<file path="config.mk">
export PLATFORM = sky130hd
export DESIGN_NAME = unfold_seq
export DESIGN_NICKNAME = d
export VERILOG_FILES = /design/src/rtl/unfold_pkg.sv /design/src/rtl/unfold_seq_triple_fifo.sv /design/src/rtl/unfold_seq.sv
export SDC_FILE = /design/constraint.sdc
export NUM_CORES = 1
export LEC_CHECK = 0
export BUFFER_PORTS_ARGS = -buffer_cell sky130_fd_sc_hd__buf_2
export CAP_MARGIN = 5
export CORE_ASPECT_RATIO = 0.75
export CORE_MARGIN = 1.5
export CORE_UTILIZATION = 44
export CTS_BUF_LIST = sky130_fd_sc_hd__clkbuf_8
export DETAILED_ROUTE_END_ITERATION = 16
export GPL_TIMING_DRIVEN = 0
export HOLD_SLACK_MARGIN = 0.15
export PLACE_DENSITY = 0.66
export REMOVE_ABC_BUFFERS = 1
export SYNTH_ARGS = -nofsm -noshare
export SYNTH_HDL_FRONTEND = slang
export SYNTH_SLANG_ARGS = --single-unit
export TNS_END_PERCENT = 1
</file>
<file path="constraint.sdc">
create_clock -name CLK -period 2.6 [get_ports CLK]
set_input_delay 0.52 -clock CLK [delete_from_list [all_inputs] [get_ports CLK]]
set_output_delay 0.52 -clock CLK [all_outputs]
set_load 0.05 [all_outputs]
</file>
<file path="src/rtl/unfold_pkg.sv">
// ---------------------------------------------------------------------------
// unfold_pkg
// Shared definitions for the 3-way unfolded sample sequencer.
//   UNFOLD     : number of samples per parallel group
//   phase_t    : 2-bit group phase (0..UNFOLD-1)
//   triple_t   : one group of three samples at the default 16-bit width,
//                field k0 = sample 3k (oldest) .. k2 = sample 3k+2 (newest)
//   next_phase : modulo-UNFOLD phase increment
// ---------------------------------------------------------------------------
package unfold_pkg;

    localparam int UNFOLD   = 3;
    localparam int NBIT_DEF = 16;

    typedef logic [1:0] phase_t;

    typedef struct packed {
        logic [NBIT_DEF-1:0] k0;
        logic [NBIT_DEF-1:0] k1;
        logic [NBIT_DEF-1:0] k2;
    } triple_t;

    function automatic phase_t next_phase(input phase_t p);
        return (p == phase_t'(UNFOLD - 1)) ? 2'd0 : p + 2'd1;
    endfunction

endpackage

</file>
<file path="src/rtl/unfold_seq_triple_fifo.sv">
// ---------------------------------------------------------------------------
// triple_fifo
// Synchronous DEPTH-entry FIFO holding one packed triple per entry. A push
// while full is accepted only when a pop happens in the same cycle.
// Ports:
//   clk, rst_n   : clock, asynchronous active-low reset
//   clr          : synchronous flush (pointers to zero)
//   push, wdata  : write request and data
//   pop          : read request (ignored when empty)
//   rdata        : head entry, valid while !empty
//   full, empty  : occupancy flags
// ---------------------------------------------------------------------------
module triple_fifo #(
    parameter int WIDTH = 48,
    parameter int DEPTH = 4
) (
    input  logic             clk,
    input  logic             rst_n,
    input  logic             clr,
    input  logic             push,
    input  logic [WIDTH-1:0] wdata,
    input  logic             pop,
    output logic [WIDTH-1:0] rdata,
    output logic             full,
    output logic             empty
);

    localparam int AW = $clog2(DEPTH);

    logic [WIDTH-1:0] mem [DEPTH];
    logic [AW:0]      wr_ptr;
    logic [AW:0]      rd_ptr;
    logic             do_push;
    logic             do_pop;

    // Extra pointer bit distinguishes full from empty when the indices match.
    assign empty   = (wr_ptr == rd_ptr);
    assign full    = (wr_ptr[AW] != rd_ptr[AW]) && (wr_ptr[AW-1:0] == rd_ptr[AW-1:0]);
    assign do_pop  = pop && !empty;
    assign do_push = push && (!full || do_pop);
    assign rdata   = mem[rd_ptr[AW-1:0]];

    // NOTE: sequential state is updated with non-blocking assignments so every
    // register samples the pre-edge values regardless of block ordering.
    always_ff @(posedge clk or negedge rst_n) begin
        if (!rst_n) begin
            wr_ptr <= '0;
            rd_ptr <= '0;
        end else if (clr) begin
            wr_ptr <= '0;
            rd_ptr <= '0;
        end else begin
            if (do_push) wr_ptr <= wr_ptr + 1'b1;
            if (do_pop)  rd_ptr <= rd_ptr + 1'b1;
        end
    end

    // NOTE: storage has no reset; the pointers alone define which entries are
    // valid, so resetting the array would only cost flops and routing.
    always_ff @(posedge clk) begin
        if (do_push && !clr) mem[wr_ptr[AW-1:0]] <= wdata;
    end

endmodule

</file>
<file path="src/rtl/unfold_seq.sv">
// ---------------------------------------------------------------------------
// unfold_seq
// Sample sequencer around a 3-way unfolded filter: packs the serial input
// into triples for the filter and re-serialises the filter's result triples.
// Optional build macro: UNFOLD_SEQ_OVF_CNT_EN adds the OVF_CNT port and an
// 8-bit saturating dropped-triple counter.
// Ports:
//   CLK, RST_n          : clock, asynchronous active-low reset
//   CLR                 : synchronous clear of packer, buffer and unpacker
//   DIN, VIN            : serial input sample / valid (no backpressure)
//   F_DIN3k..F_DIN3k2   : to filter, oldest..newest sample of a group
//   F_VIN               : to filter, one-cycle group valid
//   F_DOUT3k..F_DOUT3k2 : from filter, result triple
//   F_VOUT              : from filter, result triple valid
//   DOUT, VOUT, OUT_RDY : serial ready/valid output
//   OVF                 : sticky, a result triple was dropped
//   OVF_CNT             : dropped-triple count (macro build only)
// ---------------------------------------------------------------------------
module unfold_seq
    import unfold_pkg::*;
#(
    parameter int NBIT   = 16,
    parameter int ODEPTH = 4
) (
    input  logic            CLK,
    input  logic            RST_n,
    input  logic            CLR,
    input  logic [NBIT-1:0] DIN,
    input  logic            VIN,
    output logic [NBIT-1:0] F_DIN3k,
    output logic [NBIT-1:0] F_DIN3k1,
    output logic [NBIT-1:0] F_DIN3k2,
    output logic            F_VIN,
    input  logic [NBIT-1:0] F_DOUT3k,
    input  logic [NBIT-1:0] F_DOUT3k1,
    input  logic [NBIT-1:0] F_DOUT3k2,
    input  logic            F_VOUT,
    output logic [NBIT-1:0] DOUT,
    output logic            VOUT,
    input  logic            OUT_RDY,
    output logic            OVF
`ifdef UNFOLD_SEQ_OVF_CNT_EN
    ,
    output logic [7:0]      OVF_CNT
`endif
);

    typedef struct packed {
        logic [NBIT-1:0] k0;
        logic [NBIT-1:0] k1;
        logic [NBIT-1:0] k2;
    } trip_t;

    phase_t          iph;
    phase_t          oph;
    logic [NBIT-1:0] s0;
    logic [NBIT-1:0] s1;
    trip_t           head;
    logic            fifo_full;
    logic            fifo_empty;
    logic            xfer;
    logic            pop;
    logic            push;
    logic            drop;

    // ---------------- packer ----------------
    always_ff @(posedge CLK or negedge RST_n) begin
        if (!RST_n) begin
            iph      <= '0;
            s0       <= '0;
            s1       <= '0;
            F_DIN3k  <= '0;
            F_DIN3k1 <= '0;
            F_DIN3k2 <= '0;
            F_VIN    <= 1'b0;
        end else if (CLR) begin
            iph   <= '0;
            F_VIN <= 1'b0;
        end else begin
            F_VIN <= 1'b0;
            if (VIN) begin
                unique case (iph)
                    2'd0: s0 <= DIN;
                    2'd1: s1 <= DIN;
                    2'd2: begin
                        F_DIN3k  <= s0;
                        F_DIN3k1 <= s1;
                        F_DIN3k2 <= DIN;
                        F_VIN    <= 1'b1;
                    end
                    default: ;
                endcase
                iph <= next_phase(iph);
            end
        end
    end

    // ---------------- buffer ----------------
    // A transfer is only possible while VOUT is high, i.e. the FIFO holds data,
    // so pop never targets an empty FIFO. CLR masks every same-cycle event.
    assign xfer = VOUT && OUT_RDY && !CLR;
    assign pop  = xfer && (oph == phase_t'(UNFOLD - 1));
    assign push = F_VOUT && !CLR;
    assign drop = push && fifo_full && !pop;

    triple_fifo #(
        .WIDTH (UNFOLD * NBIT),
        .DEPTH (ODEPTH)
    ) u_fifo (
        .clk   (CLK),
        .rst_n (RST_n),
        .clr   (CLR),
        .push  (push),
        .wdata ({F_DOUT3k, F_DOUT3k1, F_DOUT3k2}),
        .pop   (pop),
        .rdata (head),
        .full  (fifo_full),
        .empty (fifo_empty)
    );

    always_ff @(posedge CLK or negedge RST_n) begin
        if (!RST_n) begin
            OVF <= 1'b0;
        end else if (drop) begin
            OVF <= 1'b1;
        end
    end

`ifdef UNFOLD_SEQ_OVF_CNT_EN
    always_ff @(posedge CLK or negedge RST_n) begin
        if (!RST_n) begin
            OVF_CNT <= '0;
        end else if (drop && (OVF_CNT != 8'hFF)) begin
            OVF_CNT <= OVF_CNT + 8'd1;
        end
    end
`endif

    // ---------------- unpacker ----------------
    always_ff @(posedge CLK or negedge RST_n) begin
        if (!RST_n) begin
            oph <= '0;
        end else if (CLR) begin
            oph <= '0;
        end else if (xfer) begin
            oph <= next_phase(oph);
        end
    end

    assign VOUT = !fifo_empty;

    // NOTE: every combinational output gets a default before the case, so no
    // path leaves it unassigned and no latch is inferred.
    always_comb begin
        DOUT = '0;
        if (!fifo_empty) begin
            unique case (oph)
                2'd0:    DOUT = head.k0;
                2'd1:    DOUT = head.k1;
                2'd2:    DOUT = head.k2;
                default: DOUT = '0;
            endcase
        end
    end

endmodule

</file>
**Yosys cells after proc, flatten, opt, wreduce, memory -nomap -nowiden**

Memories as Yosys holds them, arrays and structs flattened.
Cells that the tools add are included.

- Input bits: 70
- Flip-flop bits (word level): 92
- Word-level logic and storage cells: 65
- Output and inout port bits: 67
- Memory bits (read-only): 0
- Memories kept: 1
- Bits in writable memories: 192
- Latch bits: 0

- Equality and inequality tests: 7
- $add $sub $neg: 4
- Bitwise logic cells: 1
- Reduce and logical (&&, ||, !) cells: 24
- Shift operators: 0
- $mul: 0
- Div/mod/pow operators: 0
- $lt $le $gt $ge: 0
- Mux-type cells: 17

Memory list:

| name | words | bits a word | rd ports | clocked after Yosys merged registers in | write ports | RTL line | RTL |
|---|---|---|---|---|---|---|---|
| u_fifo.mem | 4 | 48 | 1 | 0 | 1 | unfold_seq_triple_fifo.sv:30 | `logic [WIDTH-1:0] mem [DEPTH];` |

Operators by type and width:

| operator | number |
|---|---|
| 16-bit case mux with 3 select lines | 1 |
| 16-bit 2-to-1 mux | 1 |
| 2-bit 2-to-1 mux | 6 |
| 3-bit 2-to-1 mux | 4 |
| 1-bit logical AND | 10 |
| 3-bit AND reduction | 3 |
| 2-bit nonzero test | 4 |
| 3-bit by 1-bit adder with 3-bit output, second input constant | 2 |
| 1-bit 2-to-1 mux | 5 |
| 2-bit by 1-bit adder with 2-bit output, second input constant | 2 |
| 2-bit by 1-bit equality test with 1-bit output, second input constant | 2 |
| 2-bit equality test, second input constant | 2 |
| 1-bit zero test | 4 |
| 2-bit zero test | 2 |
| 3-bit equality test | 1 |
| 2-bit equality test | 1 |
| 1-bit logical OR | 1 |
| 1-bit inequality test | 1 |
| 1-bit NOT | 1 |

**Longest topological paths before layout**

- Depth after elaboration: 11
- Depth in mapped cells: 6
- Depth with buffers taken out: 4

**Cells and area by module**

From an unflattened synthesis, not the netlist that was laid out.

- Cell total of the unflattened synthesis: 577
- Area total of the unflattened synthesis: 11258.3 um^2

Modules (own cells, without submodules):

| module | area an instance (um^2) | seq. area each (um^2) | instances | cells each |
|---|---|---|---|---|
| triple_fifo | 7482.2 | 5915.7 | 1 | 307 |
| unfold_seq | 3776.1 | 2152.1 | 1 | 270 |

**Least setup slack after synthesis**

OpenSTA, ideal clock, no wires.

- Kind: reg2reg
- Start point: register u_fifo.rd_ptr[0]
- End point: memory u_fifo.mem[1][0], enable pin
- Data required time: 2.190 ns
- Path buffers: 1
- Stages on the path, launching flop included: 5
- Path slack: -0.004 ns
- Arrival time: 2.194 ns
- Period minus slack after synthesis: 2.604 ns
- Library setup time: 0.410 ns
- Path through: dfrtp_1 buf_4 xnor2_2 a41oi_2 and2_1

- Longest elaborated chain between the ends: 11
- Elaborated cells between the ends (all ways): 14
- Classes of those cells: 2 x eq/ne; 2 x mux; 10 x reduce/logical

Ends and longest elaborated chain:

| what | RTL line | RTL |
|---|---|---|
| start, declared | unfold_seq_triple_fifo.sv:32 | `logic [AW:0] rd_ptr;` |
| start signal, assigned | unfold_seq_triple_fifo.sv:54 | `if (do_pop) rd_ptr <= rd_ptr + 1'b1;` |
| 3-bit equality test | unfold_seq_triple_fifo.sv:37 | `assign empty = (wr_ptr == rd_ptr);` |
| 1-bit zero test | unfold_seq_triple_fifo.sv:39, unfold_seq.sv:150 |  |
| 1-bit logical AND (2 in series) | unfold_seq.sv:101 | `assign xfer = VOUT && OUT_RDY && !CLR;` |
| 1-bit logical AND | unfold_seq.sv:102 | `assign pop = xfer && (oph == phase_t'(UNFOLD - 1));` |
| 1-bit logical AND | unfold_seq_triple_fifo.sv:39 | `assign do_pop = pop && !empty;` |
| 1-bit logical OR (*) | unfold_seq_triple_fifo.sv:40 | `assign do_push = push && (!full \|\| do_pop);` |
| 1-bit logical AND (*) | unfold_seq_triple_fifo.sv:40 |  |
| 1-bit logical AND (*) | unfold_seq_triple_fifo.sv:61 | `if (do_push && !clr) mem[wr_ptr[AW-1:0]] <= wdata;` |
| 1-bit 2-to-1 mux (*) | unfold_seq_triple_fifo.sv:61 |  |
| 1-bit 2-to-1 mux (not written as such) (*) | unfold_seq_triple_fifo.sv:61 |  |
| end, declared | unfold_seq_triple_fifo.sv:30 |  |

Mark *: on every way between the ends. The rest lies on a longest branch, timed or not.

**Worst setup path in the final report**

- Start point: register u_fifo.rd_ptr[0]
- End point: output port DOUT[9]

- Longest elaborated chain between the ends: 3
- Elaborated cells between the ends (all ways): 4
- Classes of those cells: 1 x eq/ne; 2 x mux; 1 x memory

Ends and longest elaborated chain:

| what | RTL line | RTL |
|---|---|---|
| memory read 4 x 48 bit | -- |  |
| 16-bit case mux with 3 select lines | unfold_seq.sv:157 | `unique case (oph)` |
| 16-bit 2-to-1 mux (*) | unfold_seq.sv:156 | `if (!fifo_empty) begin` |
| end, declared | unfold_seq.sv:38 | `output logic [NBIT-1:0] DOUT,` |

Marked as above.

==> flow_metrics.tcl <==
set metrics [dict create \
    path_depth 7 \
    switching_share_pct 30.24 \
    crit_path_start_kind "register" \
    gr-total-overflow 0 \
    finalInstanceArea_um2 13830 \
    drt-initial-drc-count 298 \
    totalWireLength_um 23200 \
    clk_pin_slew_ns 0.06 \
    dp.cells 1007 \
    worst_slack_ns -0.2134 \
    async_reset_ff_share_pct 32.39 \
    end_kind "output port" \
    slew_viol_final 0 \
    ys_ff_latch 284 \
    combinationalPowerShare_pct 20.1 \
    worstPathCellList "buf_16 -> buf_8 -> xnor2_4 -> a31o_4 -> buf_12 -> o22ai_1 -> buf_4" \
    synthCells 548 \
    critPathMaxStageDelay_ns 0.50 \
    syn-cell-area_um2 11120 \
    insertion_delay_ns 0.54 \
    die_area_um2 26250 \
    crit_slowest_cell "dfrtp_4" \
    cts_tree "built" \
    fin_skew_ns 0.01265 \
    ys.flop_type "edfxtp_1" \
    antenna_found_initial 2 \
    crit_family "buffers and inverters" \
    maxSlewHeadroom_pct 33.78 \
    place_congestion 0.7439 \
    grt_pass1_vias 6554 \
    fillCellCount 1987 \
    grt.total_usage_pct 18.08 \
    htreeDepth 2 \
    dp_hpwl_um 13580 \
    required_ns 2.08 \
    power_mw 11.40 \
    critPathKind "register to output port" \
    finalNetCount 827 \
    instances_no_fill 1125 \
    drive_above_1_share_pct 47.96 \
    status "finished, violations left" \
    wire_per_inst_um 20.62 \
    crit_fanout 11 \
    timing.final.crit_share_pct 108.2 \
    die_w_um 186.6 \
    yosysSeqAreaShare_pct 72.53 \
    setup.worst_path.start "u_fifo.rd_ptr[0]$_DFFE_PN0P_" \
    min-delay-path-class "input port to register" \
    yosysWarningCount 0 \
    preCtsSetupSlack_ns -0.7016 \
    ys_types 39 \
    clockBufferDepth 3 \
    syn2layout_area_growth_pct 24.38 \
    clock.fmax_ghz 0.3554 \
    synthSimpleGateAreaFrac_pct 1.879 \
    intPower_mw 7.950 \
    peakVddDrop_uv 518.1 \
    pwr-share-seq_pct 48.8 \
    cts_buffers 45 \
    min_period_ns 2.813 \
    final_hold_viol_count 0 \
    worstMarginPinSlew_ns 0.9923 \
    muxShareOfSynthArea_pct 20.01 \
    setup_viol 16 \
    synth_fa_ha_area_share_pct 0.5624 \
    fin_tns_setup_ns -3.067 \
    drtPass1Iterations 4 \
    clock-sinks 284 \
    die_h_um 140.7 \
    switchingPower_mw 3.445 \
    r2r_start "u_fifo.rd_ptr[0]$_DFFE_PN0P_" \
    clock-root-buffer "clkbuf_8" \
    r2r_cells 6 \
    p_per_area_nw_per_um2 823.7 \
    vias_per_cell 5.122 \
    grt_pass1_wl_um 36500 \
    synth_top_family_by_area "multiplexers" \
    synth_compound_area_share_pct 1.980 \
    violations "negative setup slack" \
    synth_edf_count 192 \
    io_buffers 136 \
    grt_max_degree 51 \
    holdWs_ns 0.1944 \
    whs_path_depth 1 \
    synthXorXnorAreaFrac_pct 0.8099 \
    hold_start "F_DOUT3k[6]" \
    final_util_pct 55.56 \
    io_pins 137 \
    drc_errors 0 \
    rsz0062_at_grt "true" \
    num_rows 50 \
    arrival_ns 2.29 \
    leakage_nw 5.343 \
    antenna_left 0 \
    timing.critical_path.buf_inv 4 \
    avgSynthCellArea_um2 20.30 \
    placed_cell_area_um2 12270 \
    p_clk_share_pct 31.1 \
    cap_violations 0 \
    coreArea_um2 24900 \
    start_util_pct 44.67 \
    vias 5762 \
]
path summary, 6_finish.rpt:
| check | to | slack, ns |
|---|---|---|
| worst max-delay path | DOUT[9] | -0.21 |
| worst min-delay path | u_fifo.mem[2][38]$_DFFE_PP_ | 0.19 |
| worst max register to register | u_fifo.mem[0][11]$_DFFE_PP_ | 0.13 |
| worst min register to register | F_DIN3k[4]$_DFFE_PN0P_ | 0.48 |
| max in group asynchronous | s0[10]$_DFFE_PN0P_ | 1.41 |
| min in group asynchronous | F_DIN3k[1]$_DFFE_PN0P_ | 0.54 |
kinds of logic (layout without fill, tap and decap cells):
family          after synthesis  after routing
simple gates                 29             29
mux                         152            152
xor+xnor                      6              6
compound gates               27             27
buf+inv                      45            283
flops                       284            284
fa+ha+maj                     5              5
other cells                   0              1
sequential cells by signal, indices dropped and copies added (netlist names):
name	flops
F_DIN3k	16
u_fifo.mem	192
F_DIN3k2	16
s1	16
OVF	1
u_fifo.wr_ptr	3
u_fifo.rd_ptr	3
F_VIN	1
iph	2
oph	2
s0	16
F_DIN3k1	16
final cells by class:
| cell class | instances | area [um2] | share of cell area [%] |
|---|---|---|---|
| sequential | 284 | 8079 | 58.40 |
| multi-input combinational | 219 | 2927 | 21.15 |
| timing repair buffer | 181 | 1466 | 10.60 |
| clock buffer | 54 | 743.2 | 5.372 |
| tap | 338 | 422.9 | 3.057 |
| clock inverter | 27 | 115.1 | 0.8321 |
| inverter | 21 | 78.83 | 0.5698 |
| antenna | 1 | 2.502 | 0.01809 |
cell usage after synthesis, types with 2 or more instances:
cell	count	area (um2)
and2_1	3	18.77
and3b_1	2	17.52
buf_2	9	45.04
buf_4	8	60.06
buf_6	5	56.30
clkbuf_1	2	7.510
dfrtp_1	92	2302
edfxtp_1	192	5766
ha_1	5	62.56
inv_1	21	78.83
mux2_1	21	236.5
mux2_2	62	698.2
mux2i_1	21	210.2
mux4_2	48	1081
nand2b_1	7	43.79
nand3_1	2	10.01
nand3b_1	2	15.01
nor2_1	5	18.77
nor2b_1	2	12.51
o22ai_1	16	100.1
o31ai_1	2	15.01
xnor2_2	2	32.53
xor2_2	3	48.80
cell usage in the layout, fill, tap and decap left out, types with 3 or more instances in the layout:
master         count
clkinv_2           5
buf_6             12
buf_16             7
dfrtp_4            3
nand2b_1           7
buf_2            119
mux4_2            48
nor2_1             5
clkinv_1           6
mux2i_1           19
mux2_2            62
buf_12            13
ha_1               5
mux2_1            21
o22ai_1            7
buf_4             20
dlygate4sd3_1      7
edfxtp_1         192
clkbuf_8          54
inv_1             33
o22ai_2            9
dfrtp_1           89
repair_timing:
item / 4_1_cts / 5_1_grt
gates resized for setup: 61 / 1
hold buffers: 7 / 0
setup endpoints to repair: 177 / 42
gates cloned: 4 / 0
pin swaps: 8 / 0
setup buffers: 24 / 1
endpoints found under the hold margin: 63 / 0
power groups by stage:
| stage | sequential (mW) | combinational (mW) | clock, mW |
|---|---|---|---|
| after CTS | 5.56 | 2.31 | 3.67 |
| final | 5.56 | 2.29 | 3.55 |
| after global routing | 5.62 | 2.40 | 3.85 |
| after global placement | 5.63 | 2.07 | 0 |
| after floorplan | 6.38 | 0.754 | 0 |
| after detailed placement | 5.66 | 2.14 | 0 |
routing by layer:
metal  wire length (um)  track usage (%)
met1               9824            23.26
met4                469            5.942
met2              11740            30.83
met3               1153            3.933
met5                 13                0
(Power assumes the default switching activity.)
